### config.mk
export PLATFORM = sky130hd
export DESIGN_NAME = alu_share_arbiter
export DESIGN_NICKNAME = d
export VERILOG_FILES = /design/src/rtl/alu_share_arbiter.sv
export SDC_FILE = /design/constraint.sdc
export NUM_CORES = 1
export LEC_CHECK = 0
export ABC_AREA = 0
export CAP_MARGIN = 20
export CORE_AREA = 5 5 176 178
export CTS_CLUSTER_DIAMETER = 200
export DETAILED_ROUTE_END_ITERATION = 10
export DIE_AREA = 0 0 181 183
export GPL_ROUTABILITY_DRIVEN = 0
export PLACE_DENSITY = 0.88
export SETUP_SLACK_MARGIN = 0.3
export SLEW_MARGIN = 15
export SYNTH_ARGS = -nofsm -noshare
export SYNTH_HDL_FRONTEND = slang
export SYNTH_HIERARCHICAL = 1
export SYNTH_SLANG_ARGS = --single-unit
### constraint.sdc
create_clock -name clk -period 5.6 [get_ports clk]
set_input_delay 1.12 -clock clk [delete_from_list [all_inputs] [get_ports clk]]
set_output_delay 1.12 -clock clk [all_outputs]
set_load 0.02 [all_outputs]
### src/rtl/alu_share_arbiter.sv
// alu_share_arbiter: two requesters share one 64-bit add/sub datapath.
// A request is granted in IDLE, its operands are latched, the add/sub runs
// for one cycle in EXEC, and the registered result with Y86 flags (ZF/SF/OF)
// and owner ID is presented in RESP until the consumer takes it.

// add_sub_64bit: two's complement adder/subtractor with signed-overflow flag.
// Subtraction is A + ~B + 1. Overflow is the carry into bit 63 XOR the carry
// out of bit 63, so bit 63 is summed separately to expose both carries.
module add_sub_64bit (
    input  logic [63:0] a,
    input  logic [63:0] b,
    input  logic        sub,
    output logic [63:0] sum,
    output logic        of
);

    logic [63:0] b_eff;
    logic [63:0] low_sum;
    logic        carry_into_msb;
    logic        carry_out_msb;

    // Ripple the low 63 bits with the subtract carry-in, then form bit 63 and both carries.
    always_comb begin
        b_eff          = sub ? ~b : b;
        low_sum        = {1'b0, a[62:0]} + {1'b0, b_eff[62:0]} + {63'd0, sub};
        carry_into_msb = low_sum[63];
        carry_out_msb  = (a[63] & b_eff[63]) | (carry_into_msb & (a[63] ^ b_eff[63]));
        sum            = {a[63] ^ b_eff[63] ^ carry_into_msb, low_sum[62:0]};
        of             = carry_into_msb ^ carry_out_msb;
    end

endmodule

module alu_share_arbiter #(
    parameter int unsigned FAIR = 1
) (
    input  logic        clk,
    input  logic        rst,
    input  logic        req0_valid,
    output logic        req0_ready,
    input  logic [63:0] req0_a,
    input  logic [63:0] req0_b,
    input  logic        req0_sub,
    input  logic        req1_valid,
    output logic        req1_ready,
    input  logic [63:0] req1_a,
    input  logic [63:0] req1_b,
    input  logic        req1_sub,
    output logic        rsp_valid,
    input  logic        rsp_ready,
    output logic        rsp_id,
    output logic [63:0] rsp_sum,
    output logic        rsp_of,
    output logic        rsp_zf,
    output logic        rsp_sf,
    output logic        busy
);

    typedef enum logic [1:0] {
        IDLE = 2'd0,
        EXEC = 2'd1,
        RESP = 2'd2
    } state_t;

    state_t      state_q, state_d;
    logic        last_grant_q, last_grant_d;

    logic [63:0] op_a_q, op_a_d;
    logic [63:0] op_b_q, op_b_d;
    logic        op_sub_q, op_sub_d;
    logic        op_id_q, op_id_d;

    logic        rsp_valid_q, rsp_valid_d;
    logic        rsp_id_q, rsp_id_d;
    logic [63:0] rsp_sum_q, rsp_sum_d;
    logic        rsp_of_q, rsp_of_d;
    logic        rsp_zf_q, rsp_zf_d;
    logic        rsp_sf_q, rsp_sf_d;

    logic        grant;
    logic        handshake;
    logic [63:0] add_sum;
    logic        add_of;

    // The shared datapath only ever sees the latched operands, so requester
    // inputs changing after acceptance cannot disturb an in-flight result.
    add_sub_64bit u_add_sub (
        .a   (op_a_q),
        .b   (op_b_q),
        .sub (op_sub_q),
        .sum (add_sum),
        .of  (add_of)
    );

    // Pick the winner: a lone requester wins; on a tie round-robin favours the
    // one not served last, fixed priority always favours requester 0.
    always_comb begin
        grant = 1'b0;
        if (req0_valid && req1_valid) begin
            grant = (FAIR != 0) ? ~last_grant_q : 1'b0;
        end else if (req1_valid) begin
            grant = 1'b1;
        end
    end

    // Ready is only offered in IDLE and only to the winner, so at most one fires.
    always_comb begin
        req0_ready = (state_q == IDLE) && req0_valid && !grant;
        req1_ready = (state_q == IDLE) && req1_valid && grant;
        handshake  = req0_ready || req1_ready;
    end

    // Next-state and next-value logic for the FSM, operand latch and response registers.
    always_comb begin
        state_d      = state_q;
        last_grant_d = last_grant_q;
        op_a_d       = op_a_q;
        op_b_d       = op_b_q;
        op_sub_d     = op_sub_q;
        op_id_d      = op_id_q;
        rsp_valid_d  = rsp_valid_q;
        rsp_id_d     = rsp_id_q;
        rsp_sum_d    = rsp_sum_q;
        rsp_of_d     = rsp_of_q;
        rsp_zf_d     = rsp_zf_q;
        rsp_sf_d     = rsp_sf_q;

        unique case (state_q)
            IDLE: begin
                if (handshake) begin
                    state_d      = EXEC;
                    op_a_d       = grant ? req1_a : req0_a;
                    op_b_d       = grant ? req1_b : req0_b;
                    op_sub_d     = grant ? req1_sub : req0_sub;
                    op_id_d      = grant;
                    last_grant_d = grant;
                end
            end
            EXEC: begin
                state_d     = RESP;
                rsp_valid_d = 1'b1;
                rsp_id_d    = op_id_q;
                rsp_sum_d   = add_sum;
                rsp_of_d    = add_of;
                rsp_zf_d    = (add_sum == 64'd0);
                rsp_sf_d    = add_sum[63];
            end
            RESP: begin
                if (rsp_ready) begin
                    state_d     = IDLE;
                    rsp_valid_d = 1'b0;
                end
            end
            default: begin
                state_d     = IDLE;
                rsp_valid_d = 1'b0;
            end
        endcase
    end

    // All state registers; a synchronous reset discards any in-flight transaction
    // and re-arms the arbiter so requester 0 wins the next tie.
    always_ff @(posedge clk) begin
        if (rst) begin
            state_q      <= IDLE;
            last_grant_q <= 1'b1;
            op_a_q       <= 64'd0;
            op_b_q       <= 64'd0;
            op_sub_q     <= 1'b0;
            op_id_q      <= 1'b0;
            rsp_valid_q  <= 1'b0;
            rsp_id_q     <= 1'b0;
            rsp_sum_q    <= 64'd0;
            rsp_of_q     <= 1'b0;
            rsp_zf_q     <= 1'b0;
            rsp_sf_q     <= 1'b0;
        end else begin
            state_q      <= state_d;
            last_grant_q <= last_grant_d;
            op_a_q       <= op_a_d;
            op_b_q       <= op_b_d;
            op_sub_q     <= op_sub_d;
            op_id_q      <= op_id_d;
            rsp_valid_q  <= rsp_valid_d;
            rsp_id_q     <= rsp_id_d;
            rsp_sum_q    <= rsp_sum_d;
            rsp_of_q     <= rsp_of_d;
            rsp_zf_q     <= rsp_zf_d;
            rsp_sf_q     <= rsp_sf_d;
        end
    end

    // Response outputs come straight from registers; busy reflects the FSM leaving IDLE.
    always_comb begin
        rsp_valid = rsp_valid_q;
        rsp_id    = rsp_id_q;
        rsp_sum   = rsp_sum_q;
        rsp_of    = rsp_of_q;
        rsp_zf    = rsp_zf_q;
        rsp_sf    = rsp_sf_q;
        busy      = (state_q != IDLE);
    end

endmodule

======== Word level (Yosys, flattened, before mapping) ========
Index checks and enable logic that the tools add are counted.
storage, ports and cells
  register bits after elaboration ......... 202
  input bits .............................. 263
  word-level logic and storage cells ...... 51
cells by class
  add/subtract/negate cells ............... 2
  eq/ne operators ......................... 4
  muxes and demuxes ....................... 11
  bitwise operators ....................... 9
  reduce and logical (&&, ||, !) cells .... 13
operator list
  kind                                                                   number
  64-bit two-way mux                                                     3
  63-bit by 63-bit adder with 64-bit output                              1
  64-bit by 1-bit adder with 64-bit output                               1
  64-bit logical NOT                                                     1
  64-bit inverter                                                        1
  2-bit one-hot mux with 3 select lines                                  1
  2-bit AND reduction                                                    3
  1-bit logical AND                                                      5
  1-bit two-way mux                                                      4
  2-bit two-way mux                                                      2
  2-bit != test, second input constant                                   2
  1-bit one-hot mux with 3 select lines                                  1
  1-bit XOR                                                              3
  1-bit bitwise AND                                                      2
  2-bit by 1-bit equality test with 1-bit output, second input constant  1
  2-bit equality test, second input constant                             1
  2-bit logical NOT                                                      1
  1-bit inverter                                                         2
  2-bit nonzero test                                                     1
  1-bit logical NOT                                                      1
  1-bit logical OR                                                       1
  1-bit bitwise OR                                                       1

======== Longest topological paths before layout ========
  depth after elaboration ................. 7
  mapped depth ............................ 18
  mapped depth without buffers ............ 15

======== Modules after synthesis ========
Netlist, hierarchy kept.
by module, submodules not included
  module             instances  cells each  area each (µm²)
  alu_share_arbiter  1          913         8,934.8
  add_sub_64bit      1          634         4,534.3

======== Least setup slack after synthesis ========
Ideal clock, no wire load.
  kind .................................... reg-to-reg
  from .................................... register op_sub_q
  to ...................................... register rsp_zf_q, in the netlist rsp_zf
  setup time .............................. 0.101 ns
  data arrival time ....................... 4.034 ns
  data required time ...................... 5.499 ns
  path slack .............................. 1.465 ns
  cell stages (with the launch flop) ...... 18
  path buffers ............................ 2
  period minus slack after synthesis ...... 4.135 ns
  cell sequence ........................... dfxtp_1 > buf_6 > clkbuf_1 > xor2_1 > ha_1 > nand2_1 > o221ai_2 > o2111ai_2 > a21oi_2 > o211ai_2 > o31ai_4 > o21a_1 > a221oi_4 > fa_1 > inv_1 > nor4_1 > nand4_1 > o41ai_1
between the ends
  longest elaborated chain between the ends .. 5
  elaborated cells on any way between the ends .. 6
  classes of those cells .................. add/sub (2); mux (1); bitwise (2); reduce/logical (1)
ends and longest elaborated chain
  element                                    line  source
  start, declared                            70    logic op_sub_q, op_sub_d;
  start signal, assigned                     182   op_sub_q <= op_sub_d;
  64-bit two-way mux                         24    b_eff = sub ? ~b : b;
  63-bit by 63-bit adder with 64-bit output  25    low_sum = {1'b0, a[62:0]} + {1'b0, b_eff[62:0]} + {63'd0, sub};
  64-bit by 1-bit adder with 64-bit output   25
  1-bit XOR (*)                              28    sum = {a[63] ^ b_eff[63] ^ carry_into_msb, low_sum[62:0]};
  via add_sum[63]                            82    logic [63:0] add_sum;
  64-bit logical NOT (*)                     145   rsp_zf_d = (add_sum == 64'd0);
  end signal, assigned                       188   rsp_zf_q <= rsp_zf_d;
  end, declared                              77    logic rsp_zf_q, rsp_zf_d;
The timed path passes the listed nets; every way through them passes the cells marked *.
A chain may end at the register's enable or synchronous reset.

======== Worst setup path after layout ========
Ends and elaborated chain as after synthesis.

==> results.ini <==
[power_and_ir_drop]
p_per_area_nw_per_um2=331
internal_power_mw=3.57
swShare_pct=38.3
p_sw_mw=2.21
cellLeakagePower_nw=6.98
power_frac_comb_pct=44.1
seqPwrFrac_pct=30.5
p_total_mw=5.78
max-vdd-ir-drop_uv=212
p_clk_share_pct=25.4

[timing]
slew_viol_final=0
finalClockSkew_ns=0.0201
whs_ns=0.452
fin_crit_sh_pct=85.4
hold_viol_final=0
setup-tns-final_ns=0
setup_viol=0
clock.fmax_mhz=209
rsz0062_at_grt=false
relSlewSlack_pct=32.4
worst_pin_slew_ns=1.01
setup_slack_ns=0.819
post-route-min-period_ns=4.78

[logic_synthesis]
synth.most_common_cell=dfxtp_1
ys_top_cells_by_count=dfxtp_1, nand2_1, nor2_1
synthTopCellsByArea=dfxtp_1, mux2i_1, a211oi_2, ha_1, xor2_1
synth_top_family_by_area=compound AO/OA/AOI/OAI gates
synth_cell_types=80
synth_simple_gate_area_share_pct=15.2
synth_edf_count=0
yosysTopAreaCell=dfxtp_1
syn-num-nets=1874
synth_top_area_share_pct=29.9
synthXorXnorAreaFrac_pct=7.80
synthMuxAreaShare_pct=9.90
ys_seq_elements=201
postSynthCellCount=1547
yosys_warnings=6
synth_fa_ha_area_share_pct=6.06
synth_compound_area_share_pct=24.8
synth-main-ff-cell=dfxtp_1
async_flop_share_pct=0
yosysSeqAreaShare_pct=29.9
syn_area_per_cell_um2=8.71
synth_area_um2=13500

[clocking]
cts_hold_buf=0
post_cts_buffers=0
numCtsBuffers=21
clk_path_buf_depth=3
cts_resized=0
htree_num_levels=1
cts.sink_count=201
path_clk_slew_ns=0.07
clk_latency_ns=0.51
tritoncts=built
clock-root-buffer=clkbuf_16

[global_route]
grt_pass1_vias=12600
grt_max_degree=87
grt_use_total_pct=22.9
grt_pass1_wl_mm=63.7
antenna_found_initial=3
overflow=0

[placed_design]
hpwlAfterDp_mm=31.3
dpl_worst_slack_ns=0.884
io_buffers=334
dpl_cell_area_um2=16700
dp.cells=2176

[route]
detail_route.vias_per_cell=5.70
ant_nets=0
wl_per_cell_um=18.5
routed_wl_mm=40.9
dr.pass1.iters=6
drt_iter0_markers=1117
drc=0
vias=12600

[critical_path]
crit_path_start_kind=flop
path_cells=xor2_1, ha_1, nand2_1, o221ai_2, o2111ai_2, a21oi_2, o211ai_2, o31ai_4, o21a_1, a221oi_4, fa_1, inv_1, nor4_1, nand4_1, o41ai_1
slowest_delay_ns=0.77
cp_top_family=compound AO/OA/AOI/OAI gates
arrival_ns=5.19
crit_buf_inv=1
slowest_stage=dfxtp_4
path_class=flop to flop
cp.required_ns=6.01
cp-end-kind=flop
crit_fanout=41

[finish]
seqCellArea_um2=4030
fillers=2385
area_delta_synth_final_pct=29.5
finish.utilization_pct=59.6
final_area_um2=17400
multi_input_area_um2=8620
layout.nets=2138
final_cells=2214
layout-drive-gt1-share_pct=9.49

[floorplan]
dieArea_um2=33100
start_util_pct=46.1
fp-row-count=63
coreArea_um2=29200
die_w_um=181
die_y_um=183
boundaryPins=335

[run_status]
outcome=finished, final reports clean

[hold_path]
hold_class=flop to flop

[flow_run]
cap_viol_max_count=0

-- state kept, by name (all words and copies together), names as in the netlist --
| signal | flops |
|---|---|
| op_a_q | 64 |
| op_b_q | 64 |
| rsp_sum | 64 |
| state_q | 2 |
| last_grant_q | 1 |
| op_id_q | 1 |
| op_sub_q | 1 |
| rsp_id | 1 |
| rsp_of | 1 |
| rsp_valid | 1 |
| rsp_zf | 1 |
-- power groups by stage --
stage          sequential [mW]  clock [mW]  combinational [mW]
4_1_cts                   1.76        1.49                2.50
2_1_floorplan             1.82           0                1.73
6_report                  1.76        1.47                2.55
5_1_grt                   1.78        1.55                2.75
3_3_place_gp              1.78           0                2.41
3_5_place_dp              1.79           0                2.48
-- cell usage in the layout (no fill, tap or decap), drive strengths merged, types with 3 or more instances in the layout --
master         Yosys  final
bufinv             0      3
nor3              15     15
o21ai             40     40
a21o              30     30
nor2b              9      9
o31ai              3      3
xnor2             33     33
nand3             14     14
and4               3      3
dfxtp            201    201
o2111ai            3      3
a21oi            149    149
mux2i            132    132
o21a              11     11
inv               21     22
nand4             17     17
a31oi              7      7
buf               66     14
o211ai             7      7
a21boi             5      5
clkbuf            40     29
and2               8      8
nor3b              3      3
ha                62     62
nand2            195    195
nor2             175    175
clkdlybuf4s50      0    333
nand2b             3      3
nor4              20     20
and3               8      8
a211oi           136    136
xor2              87     87
o21bai            14     14
-- layout make-up --
type | instances | area share [%]
sequential | 201 | 23.1
multi-input combinational | 1218 | 49.4
antenna | 1 | 0.0144
clock inverter | 7 | 0.667
timing repair buffer | 348 | 20.1
inverter | 21 | 0.452
tap | 390 | 2.80
clock buffer | 28 | 3.45
-- cell families after synthesis --
kind of cell	Yosys count
compound gates	425
fa+ha+maj	64
buf+inv	128
mux	132
simple gates	477
xor+xnor	120
flops	201
-- worst register-to-register path, cell delays in order (launching register included) --
cell and delay (ns):
dfxtp_4 0.77, xor2_1 0.16, ha_1 0.43, nand2_1 0.14, o221ai_2 0.32, o2111ai_2 0.22
a21oi_2 0.29, o211ai_2 0.16, o31ai_4 0.34, o21a_1 0.29, a221oi_4 0.10, fa_1 0.50
inv_1 0.05, nor4_1 0.39, nand4_1 0.19, o41ai_1 0.35
-- path summary, 6_finish.rpt --
check / startpoint / to / slack (ns) / depth (start not counted)
hold / removal: rsp_sum[54] / rsp_sum[54] / 0.45 / 2
hold reg to reg: rsp_sum[54] / rsp_sum[54] / 0.45 / 2
setup / recovery: op_sub_q / rsp_zf / 0.82 / 15
setup reg to reg: op_sub_q / rsp_zf / 0.82 / 15
-- layer usage --
layer / routed length [um] / global-route usage (%)
met1: 16400 / 27.8
met2: 19500 / 40.4
met3: 3380 / 5.30
met4: 1540 / 7.69
met5: 32 / 0
Power figures use the tool's default switching activity.
